`config.mk`:
```
export PLATFORM = sky130hd
export DESIGN_NAME = quant_zigzag_pp
export DESIGN_NICKNAME = d
export VERILOG_FILES = /design/src/rtl/quant_zigzag_pp.sv
export SDC_FILE = /design/constraint.sdc
export NUM_CORES = 2
export LEC_CHECK = 0
export ABC_CLOCK_PERIOD_IN_PS = 9820
export CAP_MARGIN = 20
export CORE_UTILIZATION = 64
export DETAILED_ROUTE_END_ITERATION = 10
export PLACE_DENSITY = 0.78
export SYNTH_ARGS = -nofsm -noshare
export SYNTH_HDL_FRONTEND = slang
export SYNTH_SLANG_ARGS = --single-unit
export TNS_END_PERCENT = 100
```
`constraint.sdc`:
```
create_clock -name sys_clk -period 9.82 [get_ports sys_clk]
set_input_delay 2.455 -clock sys_clk [delete_from_list [all_inputs] [get_ports sys_clk]]
set_output_delay 2.455 -clock sys_clk [all_outputs]
set_load 0.03 [all_outputs]
```
`src/rtl/quant_zigzag_pp.sv`:
```
// Quantiser + zigzag reorder for 8x8 DCT blocks.
// Two ping-pong banks; 3-stage read pipe (read, multiply, round/sat).
module quant_zigzag_pp #(
  parameter int DW = 12,
  parameter int OW = 12,
  parameter int RW = 17
) (
  input  logic                 sys_clk,
  input  logic                 sys_rst_n,
  input  logic                 in_valid,
  output logic                 in_ready,
  input  logic signed [DW-1:0] in_data,
  input  logic                 in_comp,
  output logic                 out_valid,
  input  logic                 out_ready,
  output logic signed [OW-1:0] out_data,
  output logic                 out_last
);

  localparam int PW = DW + RW;
  localparam int QW = PW - 15;
  localparam logic [QW-1:0] QMAX = QW'((1 << (OW-1)) - 1);
  localparam logic [QW-1:0] QNEG = QW'(1 << (OW-1));
  localparam logic [OW-1:0] OMAX = {1'b0, {(OW-1){1'b1}}};
  localparam logic [OW-1:0] OMIN = {1'b1, {(OW-1){1'b0}}};

  localparam int unsigned ZZ [64] = '{
    0, 1, 8,16, 9, 2, 3,10,17,24,32,25,18,11, 4, 5,
    12,19,26,33,40,48,41,34,27,20,13, 6, 7,14,21,28,
    35,42,49,56,57,50,43,36,29,22,15,23,30,37,44,51,
    58,59,52,45,38,31,39,46,53,60,61,54,47,55,62,63};

  localparam int unsigned QT [128] = '{
    16, 11, 10, 16, 24, 40, 51, 61,
    12, 12, 14, 19, 26, 58, 60, 55,
    14, 13, 16, 24, 40, 57, 69, 56,
    14, 17, 22, 29, 51, 87, 80, 62,
    18, 22, 37, 56, 68,109,103, 77,
    24, 35, 55, 64, 81,104,113, 92,
    49, 64, 78, 87,103,121,120,101,
    72, 92, 95, 98,112,100,103, 99,
    17, 18, 24, 47, 99, 99, 99, 99,
    18, 21, 26, 66, 99, 99, 99, 99,
    24, 26, 56, 99, 99, 99, 99, 99,
    47, 66, 99, 99, 99, 99, 99, 99,
    99, 99, 99, 99, 99, 99, 99, 99,
    99, 99, 99, 99, 99, 99, 99, 99,
    99, 99, 99, 99, 99, 99, 99, 99,
    99, 99, 99, 99, 99, 99, 99, 99};

  // round(65536/Q), folded to constants at elaboration
  logic [RW-1:0] recip_rom [128];
  for (genvar g = 0; g < 128; g++) begin : g_rcp
    assign recip_rom[g] = RW'((32'd65536 + QT[g] / 2) / QT[g]);
  end

  logic signed [DW-1:0] mem [128];
  logic [1:0] full_q, full_d;
  logic [1:0] comp_q, comp_d;
  logic       wr_bank_q, wr_bank_d;
  logic       rd_bank_q, rd_bank_d;
  logic [5:0] wr_cnt_q, wr_cnt_d;
  logic [5:0] rd_cnt_q, rd_cnt_d;
  logic       wr_fire, rd_fire, en;
  logic [6:0] rd_addr, rcp_addr;

  logic                 s1_vld_q, s1_last_q;
  logic signed [DW-1:0] s1_x_q;
  logic [RW-1:0]        s1_r_q;
  logic                 s2_vld_q, s2_last_q, s2_neg_q;
  logic [PW-1:0]        s2_p_q;
  logic                 out_valid_q, out_last_q;
  logic signed [OW-1:0] out_data_q;

  logic [DW-1:0] mag;
  logic [PW-1:0] prod;
  logic [PW:0]   rnd;
  logic [QW-1:0] q;
  logic [OW-1:0] sat;

  assign in_ready = !full_q[wr_bank_q];
  assign wr_fire  = in_valid && in_ready;
  assign en       = out_ready || !out_valid_q;
  assign rd_fire  = en && full_q[rd_bank_q];
  assign rd_addr  = {rd_bank_q, 6'(ZZ[rd_cnt_q])};
  assign rcp_addr = {comp_q[rd_bank_q], 6'(ZZ[rd_cnt_q])};

  always_comb begin
    full_d    = full_q;
    comp_d    = comp_q;
    wr_bank_d = wr_bank_q;
    rd_bank_d = rd_bank_q;
    wr_cnt_d  = wr_cnt_q;
    rd_cnt_d  = rd_cnt_q;
    if (wr_fire) begin
      wr_cnt_d = wr_cnt_q + 6'd1;
      if (wr_cnt_q == 6'd0) comp_d[wr_bank_q] = in_comp;
      if (wr_cnt_q == 6'd63) begin
        full_d[wr_bank_q] = 1'b1;
        wr_bank_d         = !wr_bank_q;
      end
    end
    // write and read always touch opposite banks here
    if (rd_fire) begin
      rd_cnt_d = rd_cnt_q + 6'd1;
      if (rd_cnt_q == 6'd63) begin
        full_d[rd_bank_q] = 1'b0;
        rd_bank_d         = !rd_bank_q;
      end
    end
  end

  always_ff @(posedge sys_clk) begin
    if (wr_fire) mem[{wr_bank_q, wr_cnt_q}] <= in_data;
    if (en) begin
      s1_x_q <= mem[rd_addr];
      s1_r_q <= recip_rom[rcp_addr];
    end
  end

  assign mag  = s1_x_q[DW-1] ? DW'(-s1_x_q) : DW'(s1_x_q);
  assign prod = PW'(mag) * PW'(s1_r_q);
  assign rnd  = {1'b0, s2_p_q} + (PW+1)'(32'd32768);
  assign q    = QW'(rnd >> 16);

  always_comb begin
    sat = '0;
    if (s2_neg_q) sat = (q > QNEG) ? OMIN : OW'(0) - OW'(q);
    else          sat = (q > QMAX) ? OMAX : OW'(q);
  end

  always_ff @(posedge sys_clk or negedge sys_rst_n) begin
    if (!sys_rst_n) begin
      full_q      <= '0;
      comp_q      <= '0;
      wr_bank_q   <= 1'b0;
      rd_bank_q   <= 1'b0;
      wr_cnt_q    <= '0;
      rd_cnt_q    <= '0;
      s1_vld_q    <= 1'b0;
      s1_last_q   <= 1'b0;
      s2_vld_q    <= 1'b0;
      s2_last_q   <= 1'b0;
      s2_neg_q    <= 1'b0;
      s2_p_q      <= '0;
      out_valid_q <= 1'b0;
      out_last_q  <= 1'b0;
      out_data_q  <= '0;
    end else begin
      full_q    <= full_d;
      comp_q    <= comp_d;
      wr_bank_q <= wr_bank_d;
      rd_bank_q <= rd_bank_d;
      wr_cnt_q  <= wr_cnt_d;
      rd_cnt_q  <= rd_cnt_d;
      if (en) begin
        s1_vld_q    <= rd_fire;
        s1_last_q   <= (rd_cnt_q == 6'd63);
        s2_vld_q    <= s1_vld_q;
        s2_last_q   <= s1_last_q;
        s2_neg_q    <= s1_x_q[DW-1];
        s2_p_q      <= prod;
        out_valid_q <= s2_vld_q;
        out_last_q  <= s2_vld_q && s2_last_q;
        out_data_q  <= s2_vld_q ? sat : '0;
      end
    end
  end

  assign out_valid = out_valid_q;
  assign out_last  = out_last_q;
  assign out_data  = out_data_q;

endmodule

```
==> reports/metrics.yaml <==
timing:
  slew_headroom: 0.202
  min_period_ns: 7.71
  setup_violations: 0
  tns_ns: 0
  whs_ns: 0.460
  worst_slew_pin_slew_ns: 1.18
  fmax_mhz: 130
  hold_viol_final: 0
  drv_slew: 0
  rsz0062_at_grt: "no"
  fin_crit_sh: 0.785
  clock_skew_ns: 0.0342
synth:
  synth_xor_area_frac: 0.00500
  netlist_area_um2: 71600
  syn_inst: 5589
  synth_fa_ha_area_frac: 0.0473
  yosysWarnings: 0
  synth_edf_count: 1561
  ys_ff_latch: 1610
  synth-compound-area-share: 0.0603
  ys_seq_area_frac: 0.672
  synth_top_family_by_area: "simple AND/OR/NAND/NOR gates"
  async_flop_share: 0.0304
  synth_mux_area_frac: 0.0400
  yosysUniqueCellTypes: 90
  yosys.area_share.simple: 0.141
  avgSynthCellArea_um2: 12.8
  yosys_most_used_dff: "edfxtp_1"
  synth_nets: 5811
cts:
  clk_pin_slew_ns: 0.06
  worst_skew_pair.late_latency_ns: 0.78
  clock_path_buffers: 3
  hold_buffers: 0
  cts_tree: "yes"
  clock_sinks: 1610
  htree_levels: 4
  cts_buffers: 157
  cts_root_buffer: "clkbuf_16"
  cts_resized: 0
  cts_setup_buffers: 0
drt:
  ant_nets: 0
  remaining_drc_errors: 0
  via_per_inst: 6.54
  drt-total-wl_mm: 192
  first_iter_violations: 7111
  wl_per_cell_um: 26.6
  dr.pass1.iters: 6
  via_count: 47200
placed_design:
  numPortBuffers: 31
  place_congestion: 0.957
  placed_area_um2: 73300
  dp_hpwl_mm: 115
  place_inst: 6906
min_path:
  holdPathEnd: "s2_vld_q$_DFFE_PN0P_"
  min-delay-start: "s1_vld_q$_DFFE_PN0P_"
  min_path_type: "reg2reg"
  whs_path_depth: 2
critical_path:
  crit_slowest_cell: "xor2_1"
  crit_arrival_ns: 8.36
  r2r-end: "s2_p_q[25]$_DFFE_PN0P_"
  critPathMaxFanout: 14
  worst_setup_path_start_kind: "flip-flop"
  end_kind: "flip-flop"
  r2r.worst_path.cells: 26
  r2r_slack_ns: 2.11
  path_class: "reg2reg"
  r2r_start: "s1_x_q[0]$_DFFE_PP_"
  required_ns: 10.48
  slowest_delay_ns: 0.88
final_layout:
  drive_gt1_frac: 0.0875
  num_antenna_cells: 0
  fin_util: 0.707
  postLayoutCellArea_um2: 78300
  area.growth.synth_to_final_pct: 9.39
  stdcell_count: 7216
  layout.nets: 5831
pwr:
  vdd_drop_max_v: 0.000487
  leakagePower_nw: 27.4
  power_density_nw_per_um2: 312
die:
  die_area_um2: 113000
  die_h_um: 337
  dieWidth_um: 337
  core_area_um2: 111000
  num_rows: 122
  ios: 32
  initial_core_util: 0.646
grt:
  grt_usage: 0.341
  grt_max_degree: 174
  antenna_found_initial: 7
  grt_pass1_vias: 45400
  grt.overflow.total: 0
  grt_pass1_wl_mm: 284
run:
  drv_cap: 0
run_status:
  status: "complete, no violations"
worst max path at each step:
stage | start | endpoint | slack (ns)
floorplan | s1_x_q[3]$_DFFE_PP_ | s2_p_q[25]$_DFFE_PN0P_ | 2.95
global placement | s1_x_q[0]$_DFFE_PP_ | s2_p_q[25]$_DFFE_PN0P_ | 2.21
detailed placement | s1_x_q[0]$_DFFE_PP_ | s2_p_q[25]$_DFFE_PN0P_ | 2.03
CTS | s1_x_q[0]$_DFFE_PP_ | s2_p_q[25]$_DFFE_PN0P_ | 2.01
global route | s1_x_q[0]$_DFFE_PP_ | s2_p_q[25]$_DFFE_PN0P_ | 1.61
finish | s1_x_q[0]$_DFFE_PP_ | s2_p_q[25]$_DFFE_PN0P_ | 2.11
report_power, final:
| group | internal [mW] | switching, mW | total [mW] | leakage (nW) |
|---|---|---|---|---|
| registers | 7.84 | 0.242 | 8.08 | 14.7 |
| clock network | 3.05 | 2.55 | 5.60 | 2.31 |
| logic | 3.97 | 6.75 | 10.7 | 10.4 |
cell usage in the layout (no fill, tap or decap), types with 28 or more instances in the layout:
cell type	netlist	final
and2_1	38	38
edfxtp_1	1561	1561
o221ai_1	41	41
and3_1	40	40
a31oi_1	88	88
dfrtp_1	49	49
a211oi_1	33	33
o2111ai_1	28	28
clkinv_1	0	35
nor2_1	220	217
mux2i_1	193	193
fa_1	110	110
ha_1	95	95
clkbuf_16	0	158
inv_1	169	168
nor2b_1	45	44
clkbuf_1	166	37
buf_4	37	174
o21ai_0	77	77
nand3_1	594	592
a21oi_1	165	163
o211ai_1	37	37
nand2_1	1278	1278
mux4_2	37	37
a32oi_1	41	41
cell families (layout without fill, tap and decap cells):
| family | after synthesis | count (layout) |
|---|---|---|
| AO/OA/AOI/OAI | 641 | 641 |
| XOR/XNOR | 40 | 40 |
| adder cells (fa/ha/maj) | 205 | 205 |
| buffers and inverters | 534 | 673 |
| flip-flops | 1610 | 1610 |
| multiplexers | 239 | 239 |
| AND/OR/NAND/NOR | 2320 | 2320 |
metrics by stage:
step           power (mW)  setup slack [ns]
2_1_floorplan        15.9              2.95
3_3_place_gp         18.4              2.21
3_5_place_dp         18.9              2.03
4_1_cts              24.4              2.01
5_1_grt              26.1              1.61
6_report             24.4              2.11
layout make-up:
| type | instances | area, um2 |
|---|---|---|
| Sequential cell | 1610 | 48100 |
| Fill cell | 7196 | 32500 |
| Multi-Input combinational cell | 3445 | 21100 |
| Clock buffer | 197 | 4120 |
| Tap cell | 1488 | 1860 |
| Timing Repair Buffer | 221 | 1860 |
| Inverter | 174 | 677 |
| Clock inverter | 81 | 619 |
synth_stat cells, drive strengths merged (3+ instances only):
cell type	n	area (um2)
a211o	4	35.0
o211ai	37	278
mux4	37	833
nand3b	4	30.0
nand2b	17	114
nor2	227	902
or3	6	37.5
inv	174	656
a221oi	9	97.6
a22oi	10	75.1
o31ai	6	45.0
o21ai	95	479
nor3	25	125
a32oi	41	359
and3	41	258
and2	39	246
o22ai	13	81.3
o221ai	41	359
buf	194	1230
a211oi	33	248
a2111oi	8	82.6
nand3	594	2970
xnor2	25	219
a311oi	19	173
xor2	15	139
a21boi	3	22.5
or2	5	31.3
a31oi	88	551
o21a	4	30.0
o311ai	5	43.8
dfrtp	49	1230
and4	3	28.8
a21oi	166	835
mux2	9	101
o2111ai	28	245
nand2	1282	4830
fa	110	2200
edfxtp	1561	46900
mux2i	193	1930
or4	4	30.0
nor2b	45	282
ha	95	1190
clkbuf	166	623
nand4	22	138
a21o	8	60.1
metal layers:
layer	global-route usage	vias to the layer above	wire length, um
li1	-	20400	-
met1	0.461	23000	69500
met2	0.516	3129	86900
met3	0.0815	627	23600
met4	0.186	10	11600
met5	0	-	63
critical path: cells and delay by family (launching register included):
| kind | cells | cell delay [ns] |
|---|---|---|
| fa+ha+maj | 7 | 2.97 |
| compound gates | 10 | 2.26 |
| xor+xnor | 1 | 0.88 |
| simple gates | 3 | 0.59 |
| flops | 1 | 0.58 |
| buf+inv | 5 | 0.32 |
sequential cells by signal, summed over array words and instances (netlist names), 2 cells and up:
register and cells:
mem 1536, s2_p_q 12, s1_r_q 13, comp_q 2
out_data 12, full_q 2, wr_cnt_q 6, s1_x_q 12
rd_cnt_q 6
Note: power is estimated with default switching activity, not from simulation.
